$ cat src/rtl/mem_access_ctrl.sv
`default_nettype none
// ============================================================================
// Module      : mem_access_ctrl
// Description : Single-outstanding memory access controller that sits between
//               a CPU-side request strobe and a synchronous RAM. Each accepted
//               request latches address (MAR), write data (MDR) and direction,
//               issues one RAM strobe, waits one cycle for registered read
//               data, then pulses done. The latency is the same for reads and
//               writes: req sampled at E0, strobe between E0 and E1, done and
//               valid rdata between E2 and E3.
//
// Ports       : clk       - clock, all state changes on the rising edge
//               clr       - synchronous active-high reset
//               req       - access request strobe (sampled in IDLE/DONE only)
//               we        - 1 = write, 0 = read (sampled with req)
//               addr      - word address (sampled with req)
//               wdata     - write data (sampled with req)
//               busy      - access in flight (ISSUE/WAIT/DONE)
//               done      - one-cycle completion pulse
//               rdata     - data of the last completed read
//               ram_read  - RAM read strobe
//               ram_write - RAM write strobe
//               ram_addr  - RAM address (MAR)
//               ram_din   - RAM write data (MDR)
//               ram_dout  - RAM read data, valid one edge after ram_read
//
// Revision    : 1.0 - initial release
// ============================================================================
module mem_access_ctrl #(
    parameter int BITS    = 32,
    parameter int RAMSIZE = 512,
    parameter int ADDR    = $clog2(RAMSIZE)
) (
    input  logic            clk,
    input  logic            clr,
    input  logic            req,
    input  logic            we,
    input  logic [ADDR-1:0] addr,
    input  logic [BITS-1:0] wdata,
    output logic            busy,
    output logic            done,
    output logic [BITS-1:0] rdata,
    output logic            ram_read,
    output logic            ram_write,
    output logic [ADDR-1:0] ram_addr,
    output logic [BITS-1:0] ram_din,
    input  logic [BITS-1:0] ram_dout
);

    typedef enum logic [1:0] {
        S_IDLE  = 2'd0,
        S_ISSUE = 2'd1,
        S_WAIT  = 2'd2,
        S_DONE  = 2'd3
    } state_t;

    state_t          r_state;
    state_t          w_next;
    logic            w_accept;
    logic            r_op;      // latched direction: 1 = write
    logic [ADDR-1:0] r_mar;
    logic [BITS-1:0] r_mdr;
    logic [BITS-1:0] r_rdata;

    // ------------------------------------------------------------------
    // Next-state logic. A request is only looked at in IDLE and DONE;
    // accepting in DONE lets back-to-back accesses skip the IDLE cycle.
    // ------------------------------------------------------------------
    always_comb begin
        w_next   = r_state;
        w_accept = 1'b0;
        case (r_state)
            S_IDLE: begin
                if (req) begin
                    w_accept = 1'b1;
                    w_next   = S_ISSUE;
                end
            end
            S_ISSUE: w_next = S_WAIT;
            S_WAIT:  w_next = S_DONE;
            S_DONE: begin
                if (req) begin
                    w_accept = 1'b1;
                    w_next   = S_ISSUE;
                end else begin
                    w_next = S_IDLE;
                end
            end
            default: w_next = S_IDLE;
        endcase
    end

    // ------------------------------------------------------------------
    // State and datapath registers. MAR/MDR only change on an accepted
    // request so the RAM sees a stable address/data until the next one.
    // ------------------------------------------------------------------
    always_ff @(posedge clk) begin
        if (clr) begin
            r_state <= S_IDLE;
            r_op    <= 1'b0;
            r_mar   <= '0;
            r_mdr   <= '0;
            r_rdata <= '0;
        end else begin
            r_state <= w_next;
            if (w_accept) begin
                r_mar <= addr;
                r_mdr <= wdata;
                r_op  <= we;
            end
            // RAM output is registered: the strobe edge (E1) loads it,
            // so it is sampled at the edge that closes WAIT (E2).
            if ((r_state == S_WAIT) && !r_op) begin
                r_rdata <= ram_dout;
            end
        end
    end

    // Outputs are either registers or decoded from the state register
    // (plus the registered op flag), so they are glitch-free.
    assign busy      = (r_state != S_IDLE);
    assign done      = (r_state == S_DONE);
    assign ram_read  = (r_state == S_ISSUE) && !r_op;
    assign ram_write = (r_state == S_ISSUE) &&  r_op;
    assign ram_addr  = r_mar;
    assign ram_din   = r_mdr;
    assign rdata     = r_rdata;

endmodule
`default_nettype wire

$ cat config.mk
export PLATFORM = sky130hd
export DESIGN_NAME = mem_access_ctrl
export DESIGN_NICKNAME = d
export VERILOG_FILES = /design/src/rtl/mem_access_ctrl.sv
export SDC_FILE = /design/constraint.sdc
export NUM_CORES = 1
export LEC_CHECK = 0
export ABC_AREA = 1
export BUFFER_PORTS_ARGS = -buffer_cell sky130_fd_sc_hd__buf_4
export CORE_MARGIN = 4
export CORE_UTILIZATION = 40
export CTS_BUF_LIST = sky130_fd_sc_hd__clkbuf_16
export CTS_CLUSTER_DIAMETER = 80
export DETAILED_ROUTE_END_ITERATION = 16
export PLACE_DENSITY = 0.73
export SLEW_MARGIN = 20
export SYNTH_ARGS = -nofsm -noshare
export SYNTH_HDL_FRONTEND = slang
export SYNTH_SLANG_ARGS = --single-unit
$ cat constraint.sdc
create_clock -name clk -period 3 [get_ports clk]
set_input_delay 0.3 -clock clk [delete_from_list [all_inputs] [get_ports clk]]
set_output_delay 0.3 -clock clk [all_outputs]
set_load 0.01 [all_outputs]
Word level (Yosys, flattened, before mapping)

Cells that the tools add are included.

Register bits: 76
Bits in latches: 0
Memory bits (writable): 0
ROM bits: 0
Input port bits: 77
Output and inout port bits: 77
Word-level logic and storage cells: 21
Memories: 0

Add/sub/neg operators: 0
$mul: 0
Divide/modulo/power cells: 0
Order comparisons: 0
Equality and inequality tests: 4
Shift-type cells: 0
Muxes and demuxes: 5
Bitwise gates (word level): 0
Reduce and logical (&&, ||, !) cells: 7

Operators with widths:

| operator                                            | count |
|---|---|
| case mux 2 bit (4 select lines)                     | 1 |
| equality test 2 bit, second input constant          | 2 |
| logical AND 1 bit                                   | 3 |
| 2-to-1 mux 1 bit                                    | 3 |
| equality test 2 x 1 -> 1 bit, second input constant | 1 |
| logical NOT 2 bit                                   | 1 |
| 2-to-1 mux 2 bit                                    | 1 |
| inequality test 2 bit, second input constant        | 1 |
| nonzero test 2 bit                                  | 1 |
| OR reduction 2 bit                                  | 1 |
| logical NOT 1 bit                                   | 1 |

Logic depth before layout (Yosys ltp)

Depth after elaboration: 3
Gate-level depth with buffers: 8
Gate-level depth less buffers: 7

Worst setup path after synthesis

Ideal clock, no wire load.

Path type: register -> register
Start: reg r_state[0]
End: reg r_op
Library setup time: 0.132 ns
Arrival: 1.291 ns
Data required time: 2.868 ns
Slack: 1.576 ns
Cell stages (with the launch flop): 8
Buffers on the path: 1
Period minus slack after synthesis: 1.424 ns
Cell sequence: dfxtp_1 inv_1 ha_1 nor2_8 inv_6 buf_6 nand2_1 a21oi_1

Word-level cells in the longest chain between the ends: 3
Elaborated cells on any way between the ends: 4
Those cells by class: eq/ne: 1; mux: 1; reduce/logical: 2

RTL lines:

| element                                                         | RTL line | text |
|---|---|---|
| from (decl)                                                     | 57       | `state_t r_state;` |
| from (signal assigned)                                          | 105      | `r_state <= w_next;` |
| equality test 2 bit / logical NOT 2 bit (equally long branches) | 72       | `case (r_state)` |
| OR reduction 2 bit (no source line) *                           | -        |  |
| 2-to-1 mux 1 bit *                                              | -        |  |
| to (signal assigned)                                            | 109      | `r_op <= we;` |
| to (decl)                                                       | 60       | `logic r_op;` |

Mark *: on every way between the ends. The rest lies on a longest branch, timed or not.
A chain may end at the register's enable or synchronous reset.

Worst setup path in the final report

Start: reg r_state[1]
End: reg r_mdr[8], in the netlist ram_din[8]

Word-level cells in the longest chain between the ends: 3
Elaborated cells on any way between the ends: 4
Those cells by class: eq/ne: 1; mux: 1; reduce/logical: 2

RTL lines:

| element                                                         | RTL line | text |
|---|---|---|
| equality test 2 bit / logical NOT 2 bit (equally long branches) | 72       |  |
| OR reduction 2 bit (no source line) *                           | -        |  |
| 2-to-1 mux 1 bit *                                              | -        |  |
| to (signal assigned)                                            | 108      | `r_mdr <= wdata;` |
| to (decl)                                                       | 62       | `logic [BITS-1:0] r_mdr;` |

Marks and branches as above.

==> reports/results.txt <==
The logs give 2 for the deepest clock path buffer count and 0 for the remaining routing DRC violations. At the placement stage, the worst setup path has a slack of 1000 ps. The ratio of cells with drive above 1 in the final layout works out to 34.3%. The post-synthesis average cell area works out to 8.05 µm². In the finished design, the share of the clock period the worst path needs comes to 67.0%. The routed layout has 2741 vias. After detailed routing, the number of vias per cell comes to 4.61. The total CTS buffers was 9.

The synthesized netlist occupies a cell area of 2820 µm². The critical path capture point type was a flip-flop. The tools report the required time of the critical path as 3170 ps. The floorplan has 30 rows.

Distinct cell type count of the synthesized netlist: 16. The worst hold path was traced through 3 stages. The worst min-delay path class is input pin to flip-flop.

For this configuration, the core starts out at a cell density of 41.2%. The number of global-route vias before repair is 2692. The die covers 8450 µm². 154 I/O pins were placed.

After routing, the total negative slack on setup checks comes to 0 ps. The maximum fanout along the worst path was 43; the number of nets in the layout was 575. Setup repair after global routing left no endpoint under its margin. The worst setup path is launched from a flip-flop. The post-layout worst setup margin was 991 ps. The worst hold path begins at wdata[25]. For the final database, setup skew stands at 3.78 ps. The run finished with clean final reports. At the pin with the least slew margin, the transition time is 775 ps. The tools report the total detailed-routing wirelength as 7.85 mm. The path with the worst hold slack has its endpoint at ram_din[25]. For this run, the share of the core covered by cells in the final layout is 62.1%. The half-perimeter wire length after placement is 5.50 mm. After clock tree synthesis, the clock-pin slew on the worst setup and hold paths is 60 ps. The launch instance of the worst register-to-register path is r_state[1]. The count of nets left with antenna violations after detail routing is 0, and the count of endpoints failing setup in the final report is 0. The first routing iteration left 127 violations. The yosys synthesis warning count came out at 0. Post-CTS repair changed the size of 0 cells. For this design, the sink count on the clock tree is 76. The congestion estimate from routability-driven global placement came to 0.730. The worst register-to-register path ends at ram_din[8].

Global routing used 21.3% of the available met1 tracks. Once the clock tree was built, the setup fixing pass inserted 0 buffers. The floorplan step set the die height to 91.9 µm. The die is 91.9 µm wide. Global routing used 31.9% of the available met2 tracks. The pin count of the biggest net entering global routing came out at 77. Cell at the root of the clock tree: clkbuf_16. The number of antenna violations at the first check in global routing came out at 0. The leakage power was 1.92 nW; the worst slew slack as a fraction of its limit was 48.3%. The tool flagged a number of max-cap violations equal to 0. Compared with the post-synthesis result, the final layout area differs by 50.6%. The leading cell type in the layout, fill and taps excluded was nand2_1.

The category of the critical setup timing path is flip-flop to flip-flop. In the layout the commonest cells are 157 x nand2_1, 154 x buf_4, 76 x a21oi_1, 76 x dfxtp_1, 9 x clkbuf_16. The number of cells on the worst reg-to-reg path is 6. For this run, the total global-route usage over all layers was measured as 18.0%. The number of search-and-repair iterations in the first detailed-routing pass was 4. The most used routing layer was met2.

The power per cell area was 889 nW/µm²; the overflow left after global routing was 0. The tools report the number of H-tree branching levels as 3. The register bit total from synthesis was 76; the fraction of post-synthesis cell area in the top cell type by area was 54.0%. Counting I/O delays and the setup requirement, the final critical path takes 2010 ps. During placement, the flow inserted port buffers numbering 153. The overall power consumption was 3.77 mW. The tools report the register-to-register setup slack as 990 ps.

The tools report the first-pass GRT wire length as 12.5 mm. Maximum resistive drop on vdd: 423 µV. Global routing used 3.28% of the available met3 tracks. TritonCTS built the clock tree. For the worst-skew pair, the clock arrives at the later sink with an insertion delay of 320 ps.

The filler cells instantiated in the layout total 651. Ranked by total cell area, the synthesized netlist is headed by dfxtp_1 54%, nand2_1 21%, a21oi_1 14%. The tools report the number of slew-limit violations in the final report as 0. The final number of hold-violating endpoints is 0.

The tools report the minimum hold slack as 239 ps. The run gives 350 as the gate count after technology mapping. The largest area contributor in the netlist was dfxtp_1.

STA puts the critical path data arrival time at 2180 ps. The post-synthesis sequential area ratio is 54.0%, and the maximum clock frequency is 0.498 GHz. The number of hold buffers added after CTS came out at 0. The number of nets in the synthesized netlist is 432.

The final routed wire length divided by cell count is 13.2 µm. The logs give 6830 µm² for the area of the placeable core and 0 for the number of inserted diodes.
-- layer usage --
layer,up-vias,share of wire (%)
li1,1394,-
met1,1246,41
met2,85,51
met3,16,4.9
met4,0,2.4
met5,-,0
-- area by class of cell --
type	count	area, µm²	share of cell area (%)
timing repair buffer	154	1160	27.2
inverter	10	42.5	1.00
multi-input combinational	242	1070	25.3
clock inverter	7	105	2.48
tap	96	120	2.83
clock buffer	9	225	5.31
sequential	76	1520	35.9
-- worst max path at each step --
stage               start     endpoint  slack [ps]  depth (start not counted)
6_report       r_state[1]   ram_din[8]         990                          6
5_1_grt        r_state[0]  ram_din[15]         830                          6
4_1_cts        r_state[0]   ram_din[8]         970                          6
3_5_place_dp   r_state[1]  ram_din[16]        1000                          6
3_3_place_gp   r_state[1]  ram_din[23]        1050                          6
2_1_floorplan  r_state[0]         r_op        1580                          7
-- sequential cells by signal, indices dropped and copies added, names as in the netlist --
name,cells
r_op,1
r_state,2
rdata,32
ram_din,32
ram_addr,9
-- cell families after synthesis --
logic type               synth area share [%]
buffers and inverters                    7.91
flip-flops                               54.0
adder cells (fa/ha/maj)                  2.22
AO/OA/AOI/OAI                            13.5
AND/OR/NAND/NOR                          22.3
-- synthesized netlist by cell type (all sizes together) --
master / n
dfxtp: 76
nand2: 157
buf: 19
inv: 10
nor2: 3
nand3: 1
ha: 5
clkbuf: 3
a21oi: 76
-- power breakdown --
part | switching (mW) | leakage, nW | internal, mW
logic | 0.708 | 1.14 | 0.533
registers | 0.119 | 0.620 | 1.23
clock network | 0.387 | 0.160 | 0.801
total | 1.21 | 1.92 | 2.56
-- stage by stage --
stage | instances | instance area (µm²)
4_1_cts | 594 | 4240
6_report | 594 | 4240
2_1_floorplan | 350 | 2820
3_3_place_gp | 578 | 3910
5_1_grt | 594 | 4240
3_5_place_dp | 578 | 3910
-- worst max-delay path, stage by stage, from the launching register on --
cell and delay, ps:
dfxtp_1 390, inv_1 100, ha_1 370, nor2_8 510, inv_6 240, nand2_1 130
a21oi_1 70
Note: power is estimated with default switching activity, not from simulation.
